--- config.mk ---
export PLATFORM = sky130hd
export DESIGN_NAME = ewb_control
export DESIGN_NICKNAME = d
export VERILOG_FILES = /design/src/rtl/ewb_control.sv
export SDC_FILE = /design/constraint.sdc
export NUM_CORES = 1
export LEC_CHECK = 0
export CORE_MARGIN = 2
export CORE_UTILIZATION = 45
export CTS_CLUSTER_SIZE = 28
export DETAILED_ROUTE_END_ITERATION = 10
export GPL_TIMING_DRIVEN = 0
export PLACE_DENSITY_LB_ADDON = 0.15
export SLEW_MARGIN = 30
export SYNTH_ARGS = -nofsm -noshare
export SYNTH_HDL_FRONTEND = slang
export SYNTH_SLANG_ARGS = --single-unit
--- constraint.sdc ---
create_clock -name clk -period 1.6 [get_ports clk]
set_input_delay 0.24 -clock clk [delete_from_list [all_inputs] [get_ports clk]]
set_output_delay 0.24 -clock clk [all_outputs]
set_load 0.02 [all_outputs]
--- src/rtl/ewb_control.sv ---
// rtl/ewb_control.sv - control FSM for the single-entry eviction write buffer
module ewb_control #(
    parameter int unsigned DRAIN_IDLE = 4,
    parameter int unsigned CNT_W      = 8
) (
    input  logic clk,
    input  logic rst_n,
    input  logic l2_read,
    input  logic l2_write,
    output logic l2_resp,
    input  logic hit,
    output logic read_entry,
    output logic write_entry,
    output logic entry_written,
    output logic pmem_read,
    output logic pmem_write,
    input  logic pmem_resp,
    output logic entry_valid
);

    typedef enum logic [1:0] {
        S_IDLE,
        S_MEM_READ,
        S_FLUSH,
        S_DRAIN
    } state_t;

    localparam logic [CNT_W-1:0] IDLE_LAST = CNT_W'(DRAIN_IDLE - 1);

    state_t           state_q, state_d;
    logic             valid_q, valid_d;
    logic [CNT_W-1:0] idle_cnt_q, idle_cnt_d;
    logic             resp_q, resp_d;
    logic             active_q, active_d;

    logic hit_q;
    logic accept;
    logic resp_c, read_entry_c, write_entry_c, entry_written_c;
    logic pmem_read_c, pmem_write_c;

    // The datapath valid bit never clears, so only a hit on our own valid flag counts.
    assign hit_q  = hit & valid_q;
    // No service in the first cycle after reset, nor right after a response.
    assign accept = active_q & ~resp_q;

    always_comb begin
        state_d         = state_q;
        valid_d         = valid_q;
        idle_cnt_d      = '0;
        active_d        = 1'b1;
        resp_c          = 1'b0;
        read_entry_c    = 1'b0;
        write_entry_c   = 1'b0;
        entry_written_c = 1'b0;
        pmem_read_c     = 1'b0;
        pmem_write_c    = 1'b0;

        case (state_q)
            S_IDLE: begin
                if (accept && l2_write) begin
                    if (!valid_q || hit_q) begin
                        write_entry_c = 1'b1;
                        resp_c        = 1'b1;
                        valid_d       = 1'b1;
                    end else begin
                        state_d = S_FLUSH;
                    end
                end else if (accept && l2_read) begin
                    if (hit_q) begin
                        read_entry_c = 1'b1;
                        resp_c       = 1'b1;
                    end else begin
                        state_d = S_MEM_READ;
                    end
                end

                if (active_q && valid_q && !l2_read && !l2_write) begin
                    if (idle_cnt_q == IDLE_LAST) begin
                        state_d = S_DRAIN;
                    end else begin
                        idle_cnt_d = idle_cnt_q + CNT_W'(1);
                    end
                end
            end
            S_MEM_READ: begin
                pmem_read_c = 1'b1;
                if (pmem_resp) begin
                    resp_c  = 1'b1;
                    state_d = S_IDLE;
                end
            end
            S_FLUSH, S_DRAIN: begin
                pmem_write_c    = 1'b1;
                entry_written_c = 1'b1;
                if (pmem_resp) begin
                    valid_d = 1'b0;
                    state_d = S_IDLE;
                end
            end
            default: state_d = S_IDLE;
        endcase

        resp_d = resp_c;
    end

    always_ff @(posedge clk) begin
        if (!rst_n) begin
            state_q    <= S_IDLE;
            valid_q    <= 1'b0;
            idle_cnt_q <= '0;
            resp_q     <= 1'b0;
            active_q   <= 1'b0;
        end else begin
            state_q    <= state_d;
            valid_q    <= valid_d;
            idle_cnt_q <= idle_cnt_d;
            resp_q     <= resp_d;
            active_q   <= active_d;
        end
    end

    assign l2_resp       = rst_n & resp_c;
    assign read_entry    = rst_n & read_entry_c;
    assign write_entry   = rst_n & write_entry_c;
    assign entry_written = rst_n & entry_written_c;
    assign pmem_read     = rst_n & pmem_read_c;
    assign pmem_write    = rst_n & pmem_write_c;
    assign entry_valid   = rst_n & valid_q;

    always @(posedge clk) begin
        if (rst_n && active_q && state_q == S_IDLE) begin
            assert (!(l2_read && l2_write))
            else $error("ewb_control: simultaneous l2_read and l2_write");
        end
    end

endmodule
==> After elaboration in Yosys (flattened, before gate mapping) <==
Cells that the tools add are included.
{ "classes": {"muxes": 25, "reduce_logical": 15, "n_eq_ne": 8, "bitwise_logic": 12, "addsub": 1} }
{ "op_table": {"columns": ["cell", "n"], "rows": [
  ["2-to-1 mux 1 bit", 15],
  ["2-to-1 mux 2 bit", 7],
  ["adder 8 x 1 -> 8 bit, second input constant", 1],
  ["bitwise AND 1 bit", 8],
  ["equality test 8 x 2 -> 1 bit, second input constant", 1],
  ["!= test 2 bit, second input constant", 3],
  ["logical AND 1 bit", 5],
  ["equality test 2 bit, second input constant", 2],
  ["NOT 1 bit", 4],
  ["case mux 1 bit (2 select lines)", 2],
  ["case mux 2 bit (2 select lines)", 1],
  ["AND reduction 4 bit", 1],
  ["OR reduction 4 bit", 1],
  ["zero test 1 bit", 3],
  ["OR reduction 3 bit", 1],
  ["equality test 2 x 1 -> 1 bit, second input constant", 1],
  ["zero test 2 bit", 1],
  ["!= test 2 x 1 -> 1 bit, second input constant", 1],
  ["nonzero test 2 bit", 1],
  ["OR reduction 2 bit", 1],
  ["logical OR 1 bit", 1]
]} }
{ "word_totals": {"in_bits": 6, "out_inout_bits": 7, "regBits": 13, "elab_cells": 66} }

==> Logic depth before layout (Yosys ltp) <==
{ "depth": {"word_depth": 8, "ltp_mapped": 5, "depth_no_buf": 5} }

==> Worst setup path before layout <==
Ideal clock, no wire load.
{ "synth_timing": {"kind": "register to output", "startpoint": "reg state_q[1]", "endpoint": "out l2_resp", "path_slack_ns": -0.103, "required_time_ns": 1.360, "path_stages_with_launch": 5, "n_path_buf": 0, "arrival_time_ns": 1.463, "cell_sequence": "dfxtp_1 nor4b_4 nor3b_2 a21oi_1 nor3b_1"} }
{ "synth_between": {"elab_chain_cells": 3} }
{ "synth_rtl": {"columns": ["item", "line_no", "rtl"], "rows": [
  ["start: declaration", "30", "state_t state_q, state_d;"],
  ["start signal: assignment", "114", "state_q <= state_d;"],
  ["equality test 2 x 1 -> 1 bit / zero test 2 bit (equally long branches)", "58", "case (state_q)"],
  ["case mux 1 bit (2 select lines) *", "58", null],
  ["bitwise AND 1 bit *", "122", "assign l2_resp = rst_n & resp_c;"],
  ["end: declaration", "10", "output logic l2_resp,"]
]} }
Every way passes the cells marked *; elsewhere a longest branch is shown, timed or not.

==> Final worst setup path <==
{ "layout_timing": {"startpoint": "reg state_q[0]", "endpoint": "out l2_resp"} }
Same word-level chain as after synthesis.

==> key figures <==
Clock network
  • CTS tree: done
  • Clock Sinks: 13
  • TritonCTS Buffers: 3
  • Clock-pin slew on the worst setup and hold paths: 0.08 ns
  • Htree depth: 1
  • Clk root buf: clkbuf_4
  • Hold-fix buffers, CTS: 0
  • Worst-case clock buffer depth: 2
  • Clock Latency Late Sink: 0.27 ns

Floorplanning
  • Initial Utilization: 48.0%
  • Die Ht: 41.3 um
  • Die area: 0.00170 mm^2
  • I/O pins: 13
  • Core area: 0.00130 mm^2
  • Die width: 41.3 um
  • Rows: 13

Worst hold path
  • Hold Crit Start: rst_n
  • Hold Crit Depth: 1
  • Worst hold path type: input port to flop
  • Hold-critical path endpoint: active_q

Yosys
  • Syn avg cell area: 9.32 um^2
  • Post-synth top area share: 41.7%
  • Synth Warn #: 0
  • Synth Register Bits: 13
  • Register area share after synthesis: 41.7%
  • Most common cell in the synthesized netlist: dfxtp_1
  • Synth area leader: dfxtp_1
  • Syn Nets: 74
  • Syn Std Cell Area: 624 um^2
  • Top cells by area, synth: dfxtp_1, xor2_1, and3_1
  • Post-synth EDFFs: 0
  • Synth cell types: 26
  • Top cells by count, synth: dfxtp_1, nor2_1, nand3_1, and3_1, xor2_1
  • Ys async rst share: 0%
  • Cell count after synthesis: 67
  • Ys flop type: dfxtp_1

Global routing
  • First-pass GRT wire length: 1850 um
  • Largest net degree at the start of global routing: 11
  • Gr usage total: 17.5%
  • Vias in the first global route: 410
  • Initial antenna violation count: 0
  • Grt total ovfl: 0

Cells and area
  • Nets@finish: 95
  • Ant diodes: 0
  • Synth-to-layout area growth: 32.7%
  • Multi-input logic area: 357 um^2
  • Post-Layout Cell Count: 102
  • Layout cells sized above 1: 21.8%
  • Fillers: 113
  • Reg area: 267 um^2
  • Final Core Density: 63.7%

Placed design
  • DP Wirelength: 872 um
  • Placed cell count: 94
  • Place WS: -0.563 ns
  • Buffers on Ports: 12
  • Routability cong.: 0.828

Power and ir drop
  • Pwr dens: 735 mW/mm^2
  • Lkg Pwr: 0.000355 uW
  • Sw frac: 22.8%
  • Max VDD drop: 413 uV
  • Seq pwr share: 55.3%
  • Clock power share: 31.8%
  • Internal: 470 uW
  • Comb pwr share: 12.9%
  • Switch Pwr: 139 uW

STA
  • # setup viols final: 3
  • RSZ-0062 raised after global routing: true
  • Rel. slew slack: 79.0%
  • Final Cycle Share: 108%
  • Fmax: 579 MHz
  • Hold Slack: 0.409 ns
  • Final Hold Fails: 0
  • Max Slew Vio Count: 0
  • Setup TNS: -0.196 ns
  • Worst Skew: 0.00684 ns
  • Slew @ Worst Pin: 0.314 ns
  • Final setup margin: -0.126 ns
  • Min Tclk post-route: 1.73 ns

Routing
  • Residual DRC count: 0
  • Routed vias: 527
  • Detailed-route wire length per cell: 12.3 um
  • Antenna Violating Nets Remaining: 0
  • Initial drt markers: 11
  • Total wire length: 1250 um
  • Vias per cell: 5.17
  • Initial DRT Pass Iterations: 4

Setup path
  • RR Startpoint: state_q[0]
  • R2R setup slack: 0.21 ns
  • Largest fanout on the critical path: 2
  • Worst Setup SP: state_q[0]
  • Worst EP arrival: 1.49 ns
  • Req. time, crit path: 1.36 ns
  • Critical R2R Capture: idle_cnt_q[4]
  • FF-to-FF path depth: 5
  • Crit path capture type: output port
  • Critical path class: flop to output port
  • Crit start category: flop

Run status
  • Status: finished, violations left
  • Failing checks: setup timing

Flow run
  • Max cap viols: 0
-- area by class of cell --
type | count | share of cell area (%)
inverter | 2 | 0.906
sequential | 13 | 32.2
multi-input combinational | 51 | 43.1
buffer | 1 | 0.906
clock buffer | 4 | 3.17
tap | 15 | 2.27
timing repair buffer | 16 | 17.5
-- logic make-up after synthesis --
logic type | after synthesis | share of synthesized area (%)
compound gates | 7 | 7.01
xor+xnor | 6 | 8.42
fa+ha+maj | 1 | 2.00
buf+inv | 3 | 2.41
flops | 13 | 41.7
simple gates | 37 | 38.5
-- critical path, stage by stage, from the launching register on --
cell and delay, ns:
dfxtp_4 0.35, nor4b_4 0.26, nor3b_2 0.20, a21oi_1 0.08, nor3b_2 0.16, buf_4 0.16
-- metal layers --
| layer | GRT usage (%) | share of wire [%] | vias to the layer above |
|---|---|---|---|
| li1 | - | - | 280 |
| met2 | 24.2 | 45 | 8 |
| met4 | 2.42 | 0 | 0 |
| met1 | 24.0 | 51 | 239 |
| met5 | 0 | 0 | - |
| met3 | 9.78 | 4.0 | 0 |
-- through the flow --
stage,total power (uW),instance area [um^2]
after floorplan,378,629
after global placement,412,768
after detailed placement,414,768
after CTS,615,811
after global routing,639,828
final,609,828
-- sequential cells by signal, summed over array words and instances, names as in the netlist --
| name | flops |
|---|---|
| valid_q | 1 |
| resp_q | 1 |
| state_q | 2 |
| idle_cnt_q | 8 |
| active_q | 1 |
-- repair_timing --
action | CTS | global route
gates resized for setup | 24 | 4
endpoints found under the setup margin | 7 | 3
buffers inserted | 3 | 1
cloned | 0 | 0
pin swaps | 1 | 0
-- cells in the final DEF (no fill, tap or decap) --
cell type / synthesis / routed
a21o_1: 1 / 1
a21oi_1: 3 / 3
and2_1: 2 / 2
and3_1: 5 / 5
and4_4: 0 / 1
and4b_1: 1 / 1
buf_4: 1 / 6
buf_6: 0 / 2
clkbuf_1: 0 / 1
clkbuf_4: 0 / 3
clkdlybuf4s15_1: 0 / 1
clkdlybuf4s50_1: 0 / 4
dfxtp_1: 13 / 10
dfxtp_2: 0 / 2
dfxtp_4: 0 / 1
dlygate4sd2_1: 0 / 4
ha_1: 1 / 1
inv_1: 2 / 2
nand2_1: 2 / 2
nand3_1: 6 / 6
nand3_2: 1 / 1
nand3b_1: 1 / 1
nor2_1: 8 / 8
nor2b_1: 3 / 3
nor3b_1: 3 / 2
nor3b_2: 1 / 2
nor4_1: 1 / 1
nor4b_1: 1 / 1
nor4b_4: 1 / 1
o21a_1: 1 / 1
o21ai_0: 1 / 1
o31a_1: 1 / 1
xnor2_1: 1 / 1
xor2_1: 5 / 5
-- power groups by stage --
stage | clock network (uW) | registers [uW] | logic [uW]
after floorplan | 0 | 343 | 35.2
after global placement | 0 | 345 | 67.6
after detailed placement | 0 | 345 | 69.1
after CTS | 202 | 338 | 75.3
after global routing | 218 | 337 | 83.8
final | 194 | 337 | 78.5
-- how the worst max path moves through the flow --
| stage | to | cells after the start |
|---|---|---|
| 2_1_floorplan | l2_resp | 4 |
| 3_3_place_gp | read_entry | 4 |
| 3_5_place_dp | read_entry | 4 |
| 4_1_cts | l2_resp | 5 |
| 5_1_grt | l2_resp | 5 |
| 6_report | l2_resp | 5 |
(Power assumes the default switching activity.)
